[config.mk]
export PLATFORM = sky130hd
export DESIGN_NAME = fir_xifu_ctrl
export DESIGN_NICKNAME = d
export VERILOG_FILES = /design/src/rtl/fir_xifu_pkg.sv /design/src/rtl/fir_xifu_ctrl_slot.sv /design/src/rtl/fir_xifu_ctrl.sv
export SDC_FILE = /design/constraint.sdc
export NUM_CORES = 1
export LEC_CHECK = 0
export CORE_ASPECT_RATIO = 0.7
export CORE_MARGIN = 2
export CORE_UTILIZATION = 46
export CTS_CLUSTER_DIAMETER = 200
export DETAILED_ROUTE_END_ITERATION = 8
export GPL_ROUTABILITY_DRIVEN = 0
export HOLD_SLACK_MARGIN = 0.02
export MAX_ROUTING_LAYER = met4
export PLACE_DENSITY = 0.81
export SYNTH_ARGS = -nofsm -noshare
export SYNTH_HDL_FRONTEND = slang
export SYNTH_HIERARCHICAL = 1
export SYNTH_SLANG_ARGS = --single-unit
[constraint.sdc]
create_clock -name clk_i -period 4.55 [get_ports clk_i]
set_input_delay 0.6825 -clock clk_i [delete_from_list [all_inputs] [get_ports clk_i]]
set_output_delay 0.6825 -clock clk_i [all_outputs]
set_load 0.05 [all_outputs]
[src/rtl/fir_xifu_pkg.sv]
// Shared types and constants for the FIR XIFU pipeline control block.
package fir_xifu_pkg;

  localparam int X_ID_WIDTH = 4;
  localparam int X_ID_MAX   = 2 ** X_ID_WIDTH;

  // Lifecycle of one XIF ID slot.
  typedef enum logic [1:0] {
    FREE      = 2'b00,
    ISSUED    = 2'b01,
    COMMITTED = 2'b10,
    KILLED    = 2'b11
  } ctrl_state_t;

  // Issue pulse from the ID stage.
  typedef struct packed {
    logic                  issue;
    logic [X_ID_WIDTH-1:0] id;
  } id2ctrl_t;

  // Core XIF commit handshake bundled for the core wrapper.
  typedef struct packed {
    logic                  valid;
    logic [X_ID_WIDTH-1:0] id;
    logic                  kill;
  } commit_if_t;

  // Per-ID clear bitmap from WB.
  typedef struct packed {
    logic [X_ID_MAX-1:0] clear;
  } wb2ctrl_t;

  // Commit bitmap to EX.
  typedef struct packed {
    logic [X_ID_MAX-1:0] commit;
  } ctrl2ex_t;

  // Issue/commit/kill bitmaps to WB.
  typedef struct packed {
    logic [X_ID_MAX-1:0] issue;
    logic [X_ID_MAX-1:0] commit;
    logic [X_ID_MAX-1:0] kill;
  } ctrl2wb_t;

endpackage

[src/rtl/fir_xifu_ctrl_slot.sv]
// One XIF ID slot: FREE -> ISSUED -> COMMITTED/KILLED -> FREE, with a sticky
// error flag for any event that is illegal in the current state.
module fir_xifu_ctrl_slot
  import fir_xifu_pkg::*;
(
  input  logic        clk_i,
  input  logic        rst_ni,
  input  logic        issue_i,
  input  logic        commit_i,
  input  logic        kill_i,
  input  logic        clear_i,
  output ctrl_state_t state_o,
  output logic        err_o
);

  ctrl_state_t r_state;
  ctrl_state_t w_next;
  logic        r_err;
  logic        w_viol;
  ctrl_state_t w_commit_state;

  assign w_commit_state = kill_i ? KILLED : COMMITTED;

  // Next state from the state at the start of the cycle; an illegal event is
  // ignored (its own effect only) and flagged.
  always_comb begin
    // NOTE: every always_comb output gets a default first so no path can infer a latch.
    w_next = r_state;
    w_viol = 1'b0;
    unique case (r_state)
      FREE: begin
        if (issue_i) begin
          // Same-cycle issue + commit/kill is legal.
          w_next = commit_i ? w_commit_state : ISSUED;
        end else if (commit_i) begin
          w_viol = 1'b1;
        end
        if (clear_i) w_viol = 1'b1;
      end
      ISSUED: begin
        if (issue_i || clear_i) w_viol = 1'b1;
        if (commit_i) w_next = w_commit_state;
      end
      COMMITTED, KILLED: begin
        if (issue_i || commit_i) w_viol = 1'b1;
        // A duplicate issue alongside a clear still lets the clear free the slot.
        if (clear_i) w_next = FREE;
      end
      default: w_next = FREE;
    endcase
  end

  // State register and sticky error.
  always_ff @(posedge clk_i or negedge rst_ni) begin
    if (!rst_ni) begin
      r_state <= FREE;
      r_err   <= 1'b0;
    end else begin
      // NOTE: sequential state uses non-blocking assignments so every flop samples pre-edge values.
      r_state <= w_next;
      r_err   <= r_err | w_viol;
    end
  end

  assign state_o = r_state;
  assign err_o   = r_err;

endmodule

[src/rtl/fir_xifu_ctrl.sv]
// Per-ID tracker/scheduler: one slot FSM per XIF ID, one-hot event decode,
// bitmap outputs decoded from registered slot state.
module fir_xifu_ctrl
  import fir_xifu_pkg::*;
(
  input  logic                  clk_i,
  input  logic                  rst_ni,
  input  id2ctrl_t              id2ctrl_i,
  input  logic                  commit_valid_i,
  input  logic [X_ID_WIDTH-1:0] commit_id_i,
  input  logic                  commit_kill_i,
  input  wb2ctrl_t              wb2ctrl_i,
  output ctrl2ex_t              ctrl2ex_o,
  output ctrl2wb_t              ctrl2wb_o,
  output logic [X_ID_MAX-1:0]   free_o,
  output logic                  full_o,
  output logic [X_ID_WIDTH:0]   outstanding_o,
  output logic                  err_o
);

  logic [X_ID_MAX-1:0] w_issue_hit;
  logic [X_ID_MAX-1:0] w_commit_hit;
  logic [X_ID_MAX-1:0] w_slot_err;
  ctrl_state_t         w_state [X_ID_MAX];
  logic [X_ID_WIDTH:0] w_count;

  for (genvar g = 0; g < X_ID_MAX; g++) begin : g_slot
    assign w_issue_hit[g]  = id2ctrl_i.issue && (id2ctrl_i.id == X_ID_WIDTH'(g));
    assign w_commit_hit[g] = commit_valid_i && (commit_id_i == X_ID_WIDTH'(g));

    fir_xifu_ctrl_slot u_slot (
      .clk_i    (clk_i),
      .rst_ni   (rst_ni),
      .issue_i  (w_issue_hit[g]),
      .commit_i (w_commit_hit[g]),
      .kill_i   (commit_kill_i),
      .clear_i  (wb2ctrl_i.clear[g]),
      .state_o  (w_state[g]),
      .err_o    (w_slot_err[g])
    );

    assign ctrl2ex_o.commit[g] = (w_state[g] == COMMITTED);
    assign ctrl2wb_o.issue[g]  = (w_state[g] != FREE);
    assign ctrl2wb_o.commit[g] = (w_state[g] == COMMITTED);
    assign ctrl2wb_o.kill[g]   = (w_state[g] == KILLED);
    assign free_o[g]           = (w_state[g] == FREE);
  end

  // Count of occupied slots; one bit wider than the ID so 16 fits.
  always_comb begin
    w_count = '0;
    for (int i = 0; i < X_ID_MAX; i++) begin
      w_count = w_count + {{X_ID_WIDTH{1'b0}}, ~free_o[i]};
    end
  end

  assign outstanding_o = w_count;
  assign full_o        = ~|free_o;
  assign err_o         = |w_slot_err;

endmodule

==> impl_results.md, run 1 <==
- TritonCTS Sinks: between 40 and 50
- Dpl cells: 586
- Synth Cell Area: 0.003374 mm^2
- Vert. Die Dim: 75.66 um
- R2R depth: 5
- Nets: 567
- Max Slew Vio Count: 0
- Core area: between 0.007 and 0.008 mm^2
- Min-delay worst type: reg2reg
- Via density: 5.741
- Post-synthesis sequential area ratio: 0.3560
- Fin. Hold Viols: 0
- Setup WS post-layout: -142.6 ps
- Initial DRT Pass Iterations: 5
- Placed Area: around 0.0048 mm^2
- Multi-input gate area: 0.002022 mm^2
- Post-synthesis cell count: 377
- Kind of critical path: reg2out
- WHS Path Cells: 1
- Share of the synthesized area in the top cell type: 0.3560
- Port buffer count: 115
- CTS tree: built
- Worst-Margin Slew: 1068 ps
- Number of synthesized register bits: 48
- Vias in the first global route: 3,510
- Clk_lat worst skew: 300 ps
- Syn_area_per_cell: just under 9 um^2
- Largest cells by area after synthesis: dfrtp_1 36%, nor3b_1 7.1%, fa_1 5.9%
- Row count: 26
- Initial antenna violation count: 0
- Failing checks: setup timing
- IO Pins: 116
- GRT Overall Usage: 0.2962
- Ys flop type: dfrtp_1
- CP peak stage delay: ~520 ps
- Ratio of cells with drive above 1 in the final layout: 0.1759
- N_diodes: 0
- DRT antenna net count: 0
- Final WL: ~12,000 um
- RSZ-0062 raised after global routing: true
- Non-filler cells, final: 621
- Clock Skew: 3.185 ps
- Status: complete, but fails checks
- Net count after synthesis: about 420
- First-pass GRT wire length: 17,310 um
- H-tree levels: 2
- Synth area leader: dfrtp_1
- Crit-path slowest cell: fa_1
- Via count: ~3,600
- Area delta synth->final: 52.13%
- Clock Root Buffer: clkbuf_8
- Async SR Flop Fraction: 1.000
- Post-cts hold buffer count: 0
- Worst EP required: just under 4000 ps
- Post-DP HPWL: 7911 um
- Final setup fails: 4
- Fmax: 213.1 MHz
- Routed len/inst: 18.58 um
- Total die area: 0.008048 mm^2
- Crit path launch type: flop
- Largest net degree at the start of global routing: 49
- CTS Buffer Depth: 2
- Syn. warnings: 6
- Number of enable flip-flop cells after synthesis: 0
- Worst-path cell chain: or2_4, clkinvlp_4, fa_1, inv_1, fa_1, inv_2, fa_2, inv_2, fa_2, ha_4, fa_2, a21oi_2, nor2b_4, buf_12
- FILL cells: 500
- Hold slack: 486.4 ps
- Global route overflow: 0
- Pre-CTS WS: 147.8 ps
- Endpoint class of the critical path: output port
- Starting Density: 0.4694
- Tmin final: 4693 ps
- Max Cap Viol: 0
- WP data arrival: about 4000 ps
- Worst Path Max Fanout: 2
- Post-synth top cells: 48 x dfrtp_1, 42 x inv_1, 38 x nor2_1
- Tcrit/Tclk final: 1.031
- Post-synth cell types: 34
- CTS buffer count: 5
- Register area: 0.001209 mm^2
- Slew HR: 0.2883
- Fin area: 0.005134 mm^2
- Die W: 106.4 um
- Count leader, synth: dfrtp_1
- Cell mode on critical path: fa_2
- DR iter-0 viols: between 200 and 250
- DRC: 0
- Clock transition at path regs: 90 ps
[cell families (layout without fill, tap and decap cells)]
kind of cell	Yosys count	count (layout)	synth area share
buffers and inverters	59	205	0.08343
multiplexers	16	16	0.04746
flip-flops	48	48	0.3560
adder cells (fa/ha/maj)	16	16	0.08157
AO/OA/AOI/OAI	83	83	0.1654
AND/OR/NAND/NOR	153	153	0.2610
XOR/XNOR	2	2	0.005192
[state kept, by name (all words and copies together), names as in the netlist]
register / flops
g_slot.u_slot/err_o: 16
g_slot.u_slot/state_o: 32
[area by class of cell]
type | instances | share of cell area
clock buffer | 7 | 0.01877
clock inverter | 1 | 0.005849
inverter | 43 | 0.03266
multi-input combinational | 270 | 0.3939
sequential | 48 | 0.2354
tap | 98 | 0.02389
timing repair buffer | 154 | 0.2895
[layout by cell type, fill, tap and decap left out, drive strengths merged, types with 6 or more instances in the layout]
cell           Yosys  layout
clkbuf             0       7
dfrtp             48      48
nand2             18      18
inv               43      42
and2              16      16
fa                10      10
ha                 6       6
nor3               9       9
o21ai             16      16
nor3b             32      32
buf               16      46
clkdlybuf4s50      0     108
mux2i             16      16
nor2b             16      16
nor2              38      38
a2111oi           16      16
nor4               6       6
o21bai            16      16
o22ai             32      32
[critical path, delay by kind of cell, from the launching register on]
| kind | cells | cell delay, ps |
|---|---|---|
| adders and majority gates | 6 | 2550 |
| DFF | 1 | 360 |
| buffers and inverters | 5 | 380 |
| AOI/OAI and AO/OA | 1 | 200 |
| and+or+nand+nor | 2 | 210 |
[layer usage]
| layer | global-route usage | vias up | part of all wire |
|---|---|---|---|
| met2 | 0.4893 | 219 | 0.47 |
| met1 | 0.3364 | 1664 | 0.39 |
| li1 | - | 1621 | - |
| met3 | 0.07186 | 61 | 0.080 |
| met4 | 0.1754 | 0 | 0.056 |
| met5 | - | - | 0 |
[through the flow]
step | setup TNS (ps) | utilization
floorplan | -496.0 | -
global placement | 0 | 0.6620
detailed placement | 0 | 0.6620
CTS | -244.9 | 0.7085
global route | -609.7 | 0.7141
finish | -309.7 | 0.7141
[worst paths after layout]
path / end / slack, ps / startpoint
worst min-delay path: g_slot[0].u_slot/err_o / 490 / g_slot[0].u_slot/err_o
worst max register to register: g_slot[14].u_slot/err_o / 3140 / g_slot[14].u_slot/state_o[0]
worst max-delay path: outstanding_o[4] / -140 / g_slot[14].u_slot/state_o[0]
worst min register to register: g_slot[0].u_slot/err_o / 490 / g_slot[0].u_slot/err_o
max in group asynchronous: g_slot[15].u_slot/state_o[1] / 3250 / rst_ni
min in group asynchronous: g_slot[1].u_slot/state_o[0] / 560 / rst_ni
[repair_timing]
| item | 4_1_cts | 5_1_grt |
|---|---|---|
| cloned | 0 | 0 |
| pin swaps | 11 | 15 |
| buffers inserted | 24 | 3 |
| endpoints found under the setup margin | 4 | 4 |
| resized for setup | 12 | 6 |
Power of run 1 is left out: the tool's default activity adds up to more than one toggle a clock period on the data nets, which glitch-free logic cannot reach.
==> run 2: changes to the inputs <==
--- a/config.mk
+++ b/config.mk
@@ -6,14 +6,14 @@
 export NUM_CORES = 1
 export LEC_CHECK = 0
 export CORE_ASPECT_RATIO = 0.7
-export CORE_MARGIN = 2
-export CORE_UTILIZATION = 46
+export CORE_UTILIZATION = 50
 export CTS_CLUSTER_DIAMETER = 200
+export CTS_CLUSTER_SIZE = 25
 export DETAILED_ROUTE_END_ITERATION = 8
 export GPL_ROUTABILITY_DRIVEN = 0
 export HOLD_SLACK_MARGIN = 0.02
 export MAX_ROUTING_LAYER = met4
-export PLACE_DENSITY = 0.81
+export PLACE_DENSITY = 0.87
 export SYNTH_ARGS = -nofsm -noshare
 export SYNTH_HDL_FRONTEND = slang
 export SYNTH_HIERARCHICAL = 1
==> constraint.sdc (replaced) <==
create_clock -name clk_i -period 5.7 [get_ports clk_i]
set_input_delay 0.855 -clock clk_i [delete_from_list [all_inputs] [get_ports clk_i]]
set_output_delay 0.855 -clock clk_i [all_outputs]
set_load 0.05 [all_outputs]
==> run 2 against run 1 <==
  * The flow now finishes without violations
  * Final cell count is 6.8% lower
  * Routed wire length fell by 16%
  * Count of clock-buffer cells in the layout decreased by 2
  * Non-clock buffer count fell by 35
  * Highest routed layer unchanged
==> impl_results.md, run 2 (synthesis results as in run 1) <==
- Tcrit/Tclk final: 0.9164
- Clock transition at path regs: 90 ps (about the same)
- First-pass GRT wire length: 15,300 um (-12%)
- Final setup TNS: 0 ps (+309.7 ps)
- Non-filler cells, final: 579 (-6.8%)
- CTS Buffer Depth: 2 (unchanged)
- Commonest non-fill, non-tap cell in the layout: clkdlybuf4s50_1
- Worst EP required: 4850 ps (+980 ps)
- Status: finished clean
- Fmax: 191.4 MHz
- DRT antenna net count: 0 (unchanged)
- Via count: 3,258 (-8.6%)
- Routed len/inst: 16.80 um (-9.6%)
- Setup WS post-layout: 476.3 ps (+618.8 ps)
- Worst Path Max Fanout: 8 (+6)
- Clock Skew: 9.850 ps (+6.666 ps)
- Hold slack: 489.9 ps (+3.545 ps)
- Ratio of cells with drive above 1 in the final layout: 0.04303 (-0.1329)
- Initial antenna violation count: 0 (unchanged)
- Via density: 5.627 (-2.0%)
- Max Slew Vio Count: 0 (unchanged)
- Vias in the first global route: 3,102 (-12%)
- DR iter-0 viols: 243 (+9.5%)
- TritonCTS Sinks: 48 (unchanged)
- Post-DP HPWL: 7647 um (-3.3%)
- RSZ-0062 raised after global routing: false
- Port buffer count: 115 (unchanged)
- CTS tree: built
- Endpoint class of the critical path: output port
- Dpl cells: 571 (-2.6%)
- Most frequent cells in the layout: 110 x clkdlybuf4s50_1, 48 x dfrtp_1, 42 x inv_1, 38 x nor2_1
- Area delta synth->final: 38.38%
- Largest register FFs: 32 (unchanged)
- FF-to-FF Start: g_slot[5].u_slot/state_o[0]
- Vert. Die Dim: 70.74 um (-6.5%)
- Fin. Hold Viols: 0 (unchanged)
- N_diodes: 0 (unchanged)
- Post-CTS Repair Setup Buffers: 0 (-100%)
- IO Pins: 116 (unchanged)
- Tmin final: 5224 ps
- Max Cap Viol: 0 (unchanged)
- DRC: 0 (unchanged)
- Starting Density: 0.5301 (+0.06070)
- GRT Overall Usage: 0.2915 (-0.004733)
- Initial DRT Pass Iterations: 4 (-1)
- Final setup fails: 0 (-4)
- Worst-Margin Slew: 1088 ps (+20.34 ps)
- Slew HR: 0.2747 (-0.01356)
- Nets: 532 (-6.2%)
- Kind of critical path: reg2out
- Crit path launch type: flop
- Clk_lat worst skew: 310 ps (about the same)
- FILL cells: 505 (+1.0%)
- Pre-CTS WS: 450.8 ps (+303.0 ps)
- Min-delay src: g_slot[1].u_slot/err_o
- Min-delay worst type: reg2reg
- WP data arrival: 4370 ps (+360 ps)
- Core area: 0.006366 mm^2 (-11%)
- Row count: 24 (-7.7%)
- CP startpoint: g_slot[14].u_slot/state_o[1]
- Global route overflow: 0 (unchanged)
- Clock Root Buffer: clkbuf_8
- Final WL: 9730 um (-16%)
- Total die area: 0.007087 mm^2 (-12%)
- Largest net degree at the start of global routing: 49 (unchanged)
- CTS buffer count: 5 (unchanged)
- H-tree levels: 2 (unchanged)
- Post-cts hold buffer count: 0 (unchanged)
- Die W: 100.2 um (-5.8%)
-- run 2: cell types whose count changed in the layout (fill, tap and decap cells not counted), moves of 3 or more --
cell,previous run,this run
buf_12,5,0
buf_4,40,4
dfrtp_1,42,48
dfrtp_2,6,0
dlymetal6s2s_1,0,4
fa_1,7,10
fa_2,3,0
inv_1,36,42
inv_2,5,1
nor2_1,30,38
nor2_2,5,0
nor2_4,3,0
-- run 2: per-stage QoR --
step	area [um^2]	utilization
6_report	4669	0.7335
5_1_grt	4669	0.7335
4_1_cts	4659	0.7319
3_5_place_dp	4544	0.7138
3_3_place_gp	4544	0.7138
2_1_floorplan	3374	-
-- run 2: per-layer routing --
metal	vias to the layer above	wire length (um)	GRT usage
met1	1566	4373	0.3979
met5	-	0	-
li1	1543	-	-
met4	0	74	0.07568
met3	7	918	0.06917
met2	142	4363	0.4384
-- run 2: path summary, 6_finish.rpt --
check	depth (start not counted)	slack (ps)	endpoint
min reg2reg	1	490	g_slot[1].u_slot/err_o
max in group asynchronous	1	4300	g_slot[8].u_slot/err_o
min in group asynchronous	1	740	g_slot[2].u_slot/state_o[1]
max	13	480	outstanding_o[2]
min	1	490	g_slot[1].u_slot/err_o
max reg2reg	3	4390	g_slot[5].u_slot/err_o
-- run 2: timing repair --
action                                 4_1_cts  5_1_grt
endpoints found under the hold margin        0        0
setup endpoints to repair                    0        4
resized for setup                            0        4
-- run 2: layout make-up --
| class | count | area [um^2] | area share |
|---|---|---|---|
| clock buffers | 5 | 68.82 | 0.01474 |
| clock inverters | 3 | 46.29 | 0.009914 |
| inverters | 43 | 161.4 | 0.03457 |
| multi-input cells | 270 | 1892 | 0.4051 |
| flip-flops and latches | 48 | 1201 | 0.2572 |
| well taps | 91 | 113.9 | 0.02438 |
| repair buffers | 119 | 1186 | 0.2540 |
-- run 2: critical path: stages, from the launching register on --
cell and delay (ps):
dfrtp_1 450, or2_2 340, inv_1 100, fa_1 420
inv_1 90, fa_1 410, inv_1 100, fa_1 420
inv_1 80, fa_1 420, ha_1 220, fa_1 410
xor2_1 150, dlymetal6s2s_1 440
Power of run 2 is left out for the same reason.
==> RTL edit: new RTL, config.mk and constraints of run 1 <==
Make the reset (`rst_ni`) synchronous in one clocked block.
--- a/src/rtl/fir_xifu_ctrl_slot.sv
+++ b/src/rtl/fir_xifu_ctrl_slot.sv
@@ -51,7 +51,7 @@
   end
 
   // State register and sticky error.
-  always_ff @(posedge clk_i or negedge rst_ni) begin
+  always_ff @(posedge clk_i) begin
     if (!rst_ni) begin
       r_state <= FREE;
       r_err   <= 1'b0;
Formal check against the unedited RTL: differs if rst_ni is asserted again (counterexample within 4 cycles, from zero or initial values and one cycle with rst_ni low); with rst_ni held inactive, the same outputs for 4 cycles.
==> RTL edit against run 1 <==
  * The flow still finishes with violations (negative setup slack)
  * Area after synthesis decreased by 0.15%
  * Design area decreased by 5.2%
  * Worst setup slack improved by 0.015 ns
  * Routed wire length decreased by 9.8%
  * Maximum frequency increased by 0.32%
  * Synthesized cell count increased by 17%
  * Global-route usage decreased by 3.4 points
  * Core utilization decreased by 3.7 points
  * Sequential cell count unchanged
  * Non-clock buffer count decreased by 31
Power is left out: it rests on default switching activity, and per cell area and clock period it moved more than threefold.
==> RTL edit: results (changes against run 1) <==
share of flip-flops with an asynchronous set or reset after synthesis = 0% (was 100.0%)
cells resized by post-CTS repair = 12 (unchanged)
yosys warns = 6 (unchanged)
iteration count of the initial detailed-routing pass = 5 (unchanged)
dpl cells = 642 (was 586)
detailed router's first-iteration violation count = 289 (was 222)
cell class contributing the biggest share of worst-path delay = adder cells (unchanged)
placed inst area = 4692 um^2 (was 4760 um^2)
Post-synth top cells = sky130_fd_sc_hd__nor2_1, sky130_fd_sc_hd__nand2_1, sky130_fd_sc_hd__dfxtp_1 (was sky130_fd_sc_hd__dfrtp_1, sky130_fd_sc_hd__inv_1, sky130_fd_sc_hd__nor2_1)
cell with the largest stage delay on the worst path = sky130_fd_sc_hd__fa_2 (was sky130_fd_sc_hd__fa_1)
flip-flop count of the largest register after layout = 32 (unchanged)
wire length of the first global-routing pass = 15.97 mm (was 17.31 mm)
Num CTS Buffers = 5 (unchanged)
maximum buffer depth of the clock tree = 2 (unchanged)
result of the run = finished, violations left (unchanged)
max-capacitance violation count = 0 (unchanged)
maximum level of the CTS H-tree = 2 (unchanged)
sequential area share after synthesis = 28.52% (was 35.60%)
vias in the first global route = 3279 (was 3510)
wire length per cell = 15.94 um (was 18.58 um)
class of the most critical hold timing path = register to register (unchanged)
layout filler cell count = 590 (was 500)
routed metal-1 wirelength = 4.314 mm (was 4.533 mm)
signal arrival time at the worst endpoint = 4.00 ns (was 4.01 ns)
worst-path fanout max = 3 (was 2)
cell types occupying the most area after synthesis = sky130_fd_sc_hd__dfxtp_1, sky130_fd_sc_hd__nor2_1, sky130_fd_sc_hd__o41ai_2 (was sky130_fd_sc_hd__dfrtp_1, sky130_fd_sc_hd__nor3b_1, sky130_fd_sc_hd__fa_1)
total global routing track utilization = 26.22% (was 29.62%)
unique cell type count in the Yosys netlist = 36 (was 34)
clock latency at the later pin of the worst-skew pair = 0.29 ns
synthesized area per cell = 7.658 um^2 (was 8.951 um^2)
Port-buffer cells = 115 (unchanged)
Met2 Wirelength = 4.940 mm (was 5.434 mm)
Final Net Count = 599 (was 567)
clock-pin slew reported for the worst setup and hold paths after clock tree synthesis = 0.09 ns (about the same)
stage delay of the slowest cell on the critical path = 0.53 ns
Ant. Diodes = 0 (unchanged)
met3 wire len = 1.017 mm (was 927 um)
maximum number of pins on one net before global-route repair = 49 (unchanged)
Worst-Margin Slew = 0.8013 ns (was 1.068 ns)
final setup skew = 0.004349 ns (was 0.003185 ns)
total via count after detailed routing = 3619 (was 3565)
Root Buffer = sky130_fd_sc_hd__clkbuf_8 (unchanged)
worst-case setup margin in the final layout = -0.1276 ns (was -0.1426 ns)
minimum setup slack after placement = 0.07794 ns (was 0.1478 ns)
Net Count, Synth = 485 (was 422)
vias per cell = 5.542 (was 5.741)
count of endpoints failing setup in the final report = 3 (was 4)
# Post-CTS Setup Buffers = 3 (was 24)
share of post-route cells with drive strength above 1 = 16.40% (was 17.59%)
number of antenna violations at the first check in global routing = 0 (unchanged)
violated checks = negative setup slack (unchanged)
highest metal layer with signal wires = met4 (unchanged)
HPWL after detailed placement = 8.082 mm (was 7.911 mm)
RTL edit: cells by family after synthesis:
logic type	after synthesis	synth area share, %
xor gates and xnor gates	2	0.5200
adders and majority gates	16	8.169
and+or+nand+nor	232	34.35
AOI/OAI and AO/OA	83	20.09
DFF	48	28.52
buffers and inverters	59	8.355
RTL edit: area by class of cell:
| cell class | count | area (um^2) | share of cell area, % |
|---|---|---|---|
| multi-input cells | 333 | 2250 | 46.22 |
| repair buffers | 123 | 1252 | 25.73 |
| flip-flops and latches | 48 | 979.7 | 20.13 |
| inverters | 43 | 165.2 | 3.393 |
| well taps | 98 | 122.6 | 2.519 |
| clock buffers | 6 | 82.58 | 1.697 |
| clock inverters | 2 | 15.01 | 0.3085 |
RTL edit: path summary, 6_finish.rpt:
| path | startpoint | endpoint | slack [ns] | cells past startpoint |
|---|---|---|---|---|
| max reg2reg | g_slot[11].u_slot/state_o[1]$_SDFFE_PN0P_ | g_slot[11].u_slot/err_o$_SDFF_PN0_ | 3.44 | 3 |
| max | g_slot[14].u_slot/state_o[0]$_SDFFE_PN0P_ | outstanding_o[4] | -0.13 | 14 |
| min reg2reg | g_slot[10].u_slot/state_o[0]$_SDFFE_PN0P_ | g_slot[10].u_slot/err_o$_SDFF_PN0_ | 0.52 | 2 |
| min | g_slot[10].u_slot/state_o[0]$_SDFFE_PN0P_ | g_slot[10].u_slot/err_o$_SDFF_PN0_ | 0.52 | 2 |
RTL edit: through the flow:
stage	util [%]	setup TNS (ns)
global route	67.70	-0.5758
finish	67.70	-0.2597
detailed placement	65.26	0
floorplan	-	-0.1034
CTS	67.35	-0.4032
global placement	65.26	0
RTL edit: metal layers:
metal,vias to the layer above,global-route usage (%)
met5,-,-
met4,0,7.164
met2,214,45.16
met1,1659,32.17
met3,13,4.962
li1,1733,-
